File: src/rtl/sram_req_ctrl.sv
// sram_req_ctrl: in-order request sequencer in front of a single-port SRAM.
// Requests are queued in a small FIFO and issued one at a time on registered
// SRAM pins. Reads are completed on a valid/ready response port, which hides
// the one-cycle SRAM read latency from the master.
//
// Handshakes (both ports): a transfer happens on the rising clock edge where
// valid && ready are both high. valid, once raised, holds its payload stable
// until that edge. ready may change freely. req_ready is derived from the
// registered FIFO count only, so it never depends combinationally on req_valid.
module sram_req_ctrl #(
  parameter int ADDR_W     = 9,
  parameter int DATA_W     = 9,
  parameter int FIFO_DEPTH = 4
) (
  input  logic                          clk,
  input  logic                          rst_n,
  input  logic                          req_valid,
  output logic                          req_ready,
  input  logic                          req_wen,
  input  logic [ADDR_W-1:0]             req_addr,
  input  logic [DATA_W-1:0]             req_wdata,
  output logic                          rsp_valid,
  input  logic                          rsp_ready,
  output logic [DATA_W-1:0]             rsp_rdata,
  output logic [ADDR_W-1:0]             sram_addr,
  output logic                          sram_wen,
  output logic [DATA_W-1:0]             sram_wdata,
  input  logic [DATA_W-1:0]             sram_rdata,
  output logic [$clog2(FIFO_DEPTH):0]   fifo_count,
  output logic [2:0]                    dbg_state
);

  localparam int PTR_W = $clog2(FIFO_DEPTH);
  localparam int CNT_W = PTR_W + 1;
  localparam int ENT_W = 1 + ADDR_W + DATA_W;

  typedef enum logic [2:0] {
    S_IDLE    = 3'd0,
    S_WR      = 3'd1,
    S_RD      = 3'd2,
    S_RD_WAIT = 3'd3,
    S_RSP     = 3'd4
  } state_t;

  // FIFO storage: entry = {wen, addr, wdata}
  logic [ENT_W-1:0]  r_mem [FIFO_DEPTH];
  logic [PTR_W-1:0]  r_wr_ptr;
  logic [PTR_W-1:0]  r_rd_ptr;
  logic [CNT_W-1:0]  r_count;

  state_t            r_state;
  logic [ADDR_W-1:0] r_sram_addr;
  logic              r_sram_wen;
  logic [DATA_W-1:0] r_sram_wdata;
  logic              r_rsp_valid;
  logic [DATA_W-1:0] r_rsp_rdata;

  logic              w_full;
  logic              w_empty;
  logic              w_push;
  logic              w_pop;
  logic [ENT_W-1:0]  w_head;
  logic              w_head_wen;
  logic [ADDR_W-1:0] w_head_addr;
  logic [DATA_W-1:0] w_head_wdata;

  state_t            w_state_nxt;
  logic [ADDR_W-1:0] w_sram_addr_nxt;
  logic              w_sram_wen_nxt;
  logic [DATA_W-1:0] w_sram_wdata_nxt;
  logic              w_rsp_valid_nxt;
  logic [DATA_W-1:0] w_rsp_rdata_nxt;

  assign w_full       = (r_count == CNT_W'(FIFO_DEPTH));
  assign w_empty      = (r_count == '0);
  assign w_push       = req_valid && !w_full;
  assign w_head       = r_mem[r_rd_ptr];
  assign w_head_wen   = w_head[ENT_W-1];
  assign w_head_addr  = w_head[ADDR_W+DATA_W-1:DATA_W];
  assign w_head_wdata = w_head[DATA_W-1:0];

  assign req_ready  = !w_full;
  assign fifo_count = r_count;
  assign rsp_valid  = r_rsp_valid;
  assign rsp_rdata  = r_rsp_rdata;
  assign sram_addr  = r_sram_addr;
  assign sram_wen   = r_sram_wen;
  assign sram_wdata = r_sram_wdata;
  assign dbg_state  = r_state;

  // FIFO payload write; storage needs no reset since count guards it
  always_ff @(posedge clk) begin
    if (w_push) r_mem[r_wr_ptr] <= {req_wen, req_addr, req_wdata};
  end

  // FIFO pointers and occupancy; pointers wrap naturally at power-of-2 depth
  always_ff @(posedge clk or negedge rst_n) begin
    if (!rst_n) begin
      r_wr_ptr <= '0;
      r_rd_ptr <= '0;
      r_count  <= '0;
    end else begin
      if (w_push) r_wr_ptr <= r_wr_ptr + PTR_W'(1);
      if (w_pop)  r_rd_ptr <= r_rd_ptr + PTR_W'(1);
      case ({w_push, w_pop})
        2'b10:   r_count <= r_count + CNT_W'(1);
        2'b01:   r_count <= r_count - CNT_W'(1);
        default: r_count <= r_count;
      endcase
    end
  end

  // Next-state, pop decision and next values of the registered pins
  always_comb begin
    w_state_nxt      = r_state;
    w_pop            = 1'b0;
    w_sram_addr_nxt  = r_sram_addr;
    w_sram_wen_nxt   = 1'b0;
    w_sram_wdata_nxt = r_sram_wdata;
    w_rsp_valid_nxt  = r_rsp_valid;
    w_rsp_rdata_nxt  = r_rsp_rdata;
    case (r_state)
      S_IDLE, S_WR: begin
        if (!w_empty) begin
          w_pop            = 1'b1;
          w_sram_addr_nxt  = w_head_addr;
          w_sram_wen_nxt   = w_head_wen;
          w_sram_wdata_nxt = w_head_wdata;
          w_state_nxt      = w_head_wen ? S_WR : S_RD;
        end else begin
          w_state_nxt = S_IDLE;
        end
      end
      S_RD: begin
        // SRAM samples the address at this edge; data arrives next cycle
        w_state_nxt = S_RD_WAIT;
      end
      S_RD_WAIT: begin
        w_rsp_rdata_nxt = sram_rdata;
        w_rsp_valid_nxt = 1'b1;
        w_state_nxt     = S_RSP;
      end
      S_RSP: begin
        if (rsp_ready) begin
          w_rsp_valid_nxt = 1'b0;
          w_state_nxt     = S_IDLE;
        end
      end
      default: begin
        w_state_nxt = S_IDLE;
      end
    endcase
  end

  // State register plus registered SRAM pins and response port
  always_ff @(posedge clk or negedge rst_n) begin
    if (!rst_n) begin
      r_state      <= S_IDLE;
      r_sram_addr  <= '0;
      r_sram_wen   <= 1'b0;
      r_sram_wdata <= '0;
      r_rsp_valid  <= 1'b0;
      r_rsp_rdata  <= '0;
    end else begin
      r_state      <= w_state_nxt;
      r_sram_addr  <= w_sram_addr_nxt;
      r_sram_wen   <= w_sram_wen_nxt;
      r_sram_wdata <= w_sram_wdata_nxt;
      r_rsp_valid  <= w_rsp_valid_nxt;
      r_rsp_rdata  <= w_rsp_rdata_nxt;
    end
  end

endmodule
File: config.mk
export PLATFORM = sky130hd
export DESIGN_NAME = sram_req_ctrl
export DESIGN_NICKNAME = d
export VERILOG_FILES = /design/src/rtl/sram_req_ctrl.sv
export SDC_FILE = /design/constraint.sdc
export NUM_CORES = 1
export LEC_CHECK = 0
export ABC_AREA = 0
export BUFFER_PORTS_ARGS = -buffer_cell sky130_fd_sc_hd__buf_2
export CORE_AREA = 2 2 125 127
export DETAILED_ROUTE_END_ITERATION = 8
export DIE_AREA = 0 0 127 129
export PLACE_DENSITY = 0.46
export SYNTH_ARGS = -nofsm -noshare
export SYNTH_HDL_FRONTEND = slang
export SYNTH_SLANG_ARGS = --single-unit
File: constraint.sdc
create_clock -name clk -period 5.95 [get_ports clk]
set_input_delay 1.19 -clock clk [delete_from_list [all_inputs] [get_ports clk]]
set_output_delay 1.19 -clock clk [all_outputs]
set_load 0.05 [all_outputs]
==> flow_summary.ini <==
[final_layout]
nNetsFinal = 331
area_growth_pct = 23.22
num_antenna_cells = 0
final_common_cell = edfxtp_1
multi_input_area_um2 = 1064
final_cell_mix = 76 x edfxtp_1, 67 x buf_2, 39 x dfrtp_1
drive_gt1_share_pct = 47.04
fill_cells = 1434
seq_area_um2 = 3258

[status]
status = finished, final reports clean

[global_routing]
met1_usage_pct = 13.55
grt_max_degree = 40
grt_use_met3_pct = 4.699
busiest_layer = met2
antenna_found_initial = 0
grt_pass1_wl_um = 13240
grt_use_total_pct = 11.14
grt-ovfl-total = 0
grt_use_met2_pct = 17.58
grt_pass1_vias = 2369

[timing]
fin_worst_skew_ns = 0.006521
layout_setup_ws_ns = 3.214
totalNegativeSetupSlack_ns = 0
hold_viol_final = 0
slew_headroom_pct = 30.65
fin_crit_sh_pct = 45.98
tightest_slew_ns = 1.040
fin_crit_ns = 2.736
slew_violations = 0
rsz0062_at_grt = false
fmax_mhz = 365.5
finalSetupViolCount = 0

[power]
irDropWorstVdd_mv = 0.2974
p_leak_nw = 2.125
power.density_nw_per_um2 = 636.6

[drt]
drt-initial-drc-count = 126
dr_total_vias = 2156
drtAntennaViolNets = 0
routed_wl_um = 8230
drtPass1Iterations = 4
routedWlPerCell_um = 16.73
vias_per_cell = 4.382
drc = 0

[synth]
postSynthCellCount = 212
synth_area_um2 = 4419
yosysUniqueCellTypes = 31
synthesis.nets = 250
yosysWarnings = 0
synth_seq_cells = 115
syn_avg_cell_area_um2 = 20.85
ys_seq_area_share_pct = 73.73

[worst_setup_path]
rr_endpoint = fifo_count[2]$_DFFE_PN0P_
crit_slowest_cell = or3b_1
crit_type = reg2out
regToRegSetupSlack_ns = 3.68
crit_path_end_kind = output pin
required_ns = 4.76
worst_setup_path_start_kind = flop
r2r_cells = 8
cp-endpoint = req_ready
crit_arrival_ns = 1.55
critPathBufInv = 1
startpoint = fifo_count[0]$_DFFE_PN0P_
path_max_fanout = 6
reg2reg_from = dbg_state[1]$_DFFE_PN0P_
crit_chain = or3b_1 -> buf_2
crit_family = simple AND/OR/NAND/NOR gates
path_depth = 2
critPathMaxStageDelay_ns = 0.47

[cts]
hold_buffers = 0
cts_root_buf = clkbuf_16
clock_path_buffers = 2
numClockSinks = 115
cts_post_setup_buffers_inserted = 0
insertion_delay_ns = 0.40
h-tree-depth = 4
clkTransAtPathRegs_ns = 0.05
cts.repair.resized = 0
cts_buffers = 17
cts_tree = built

[worst_hold_path]
hold_path.class = reg2reg

[die]
initial_core_util_pct = 29.51
rows = 45
coreArea_um2 = 14980
die_x_um = 127
die_h_um = 129
io-pin-count = 68
die_area_um2 = 16380

[placed_design]
pre_cts_slack_ns = 3.335
place_congestion = 0.6681
place_hpwl_um = 5170
port_buffers = 67

[flow_run]
cap_violations = 0
cell usage after synthesis:
cell,n,area [um^2]
dfrtp_1,39,975.9
nand2_1,3,11.26
clkbuf_1,1,3.750
mux4_2,19,427.9
a21oi_1,1,5.000
or4b_1,1,10.01
buf_6,1,11.26
edfxtp_1,76,2282
o21ai_0,1,5.000
nand2b_1,1,6.260
fa_1,1,20.02
nor2b_1,1,6.260
nor2_1,4,15.01
o22ai_1,2,12.51
or4b_2,1,10.01
clkinv_8,1,16.27
xor2_1,2,17.52
and2_4,1,8.760
or3b_1,1,8.760
mux2_2,18,202.7
buf_12,1,20.02
or3_1,1,6.260
mux2_4,10,150.1
inv_1,7,26.28
buf_4,2,15.01
ha_1,5,62.56
nor3_2,1,10.01
nand3b_1,1,7.510
and3_1,4,25.02
xnor2_1,4,35.03
buf_2,1,5.000
report_power, final:
part	leakage (nW)	internal, W	switching (W)
sequential	1.16	0.00112	0.000137
combinational	0.720	0.000515	0.000839
clock	0.248	0.000541	0.000315
per-stage QoR:
stage / hold WS, ns / area, um^2 / std cells / total power (W) / util (%)
CTS: 0.4995 / 5445 / 492 / 0.003539 / 36.36
detailed placement: 0.4885 / 4942 / 462 / 0.002664 / 33.00
floorplan: 0.5348 / 4419 / 212 / 0.002368 / -
finish: 0.4984 / 5445 / 492 / 0.003467 / 36.36
global placement: 0.4810 / 4942 / 462 / 0.002645 / 33.00
global route: 0.5053 / 5445 / 492 / 0.003678 / 36.36
how the worst min path moves through the flow:
stage | startpoint | to | slack [ns] | cells past startpoint
2_1_floorplan | r_wr_ptr[1]$_DFFE_PN0P_ | r_wr_ptr[1]$_DFFE_PN0P_ | 0.53 | 1
6_report | rsp_rdata[0]$_DFFE_PN0P_ | rsp_rdata[0]$_DFFE_PN0P_ | 0.50 | 1
3_3_place_gp | rsp_rdata[3]$_DFFE_PN0P_ | rsp_rdata[3]$_DFFE_PN0P_ | 0.48 | 1
4_1_cts | rsp_rdata[5]$_DFFE_PN0P_ | rsp_rdata[5]$_DFFE_PN0P_ | 0.50 | 1
3_5_place_dp | rsp_rdata[5]$_DFFE_PN0P_ | rsp_rdata[5]$_DFFE_PN0P_ | 0.49 | 1
5_1_grt | rsp_rdata[0]$_DFFE_PN0P_ | rsp_rdata[0]$_DFFE_PN0P_ | 0.51 | 1
flip-flops by register name, indices dropped and copies added (netlist names):
register	flops
r_mem	76
sram_wdata	9
rsp_rdata	9
sram_addr	9
rsp_valid	1
fifo_count	3
r_wr_ptr	2
r_rd_ptr	2
dbg_state	3
sram_wen	1
layer usage:
| metal | vias up | wire length [um] |
|---|---|---|
| met5 | - | 0 |
| met1 | 1105 | 3626 |
| met4 | 0 | 67 |
| met3 | 5 | 481 |
| li1 | 978 | - |
| met2 | 68 | 4055 |
kinds of logic (layout without fill, tap and decap cells):
kind of cell	Yosys count	after routing	synth area share [%]
DFF	115	115	73.73
muxes	47	47	17.67
and+or+nand+nor	20	20	2.831
buffers and inverters	14	106	2.208
adders and majority gates	6	6	1.869
xor gates and xnor gates	6	6	1.189
AOI/OAI and AO/OA	4	4	0.5094
layout make-up:
| class | instances | share of cell area (%) |
|---|---|---|
| Clock buffer | 23 | 8.594 |
| Clock inverter | 7 | 0.6434 |
| Inverter | 8 | 0.7813 |
| Multi-Input combinational cell | 83 | 19.53 |
| Sequential cell | 115 | 59.83 |
| Tap cell | 188 | 4.320 |
| Timing Repair Buffer | 68 | 6.296 |
Note: power is estimated with default switching activity, not from simulation.
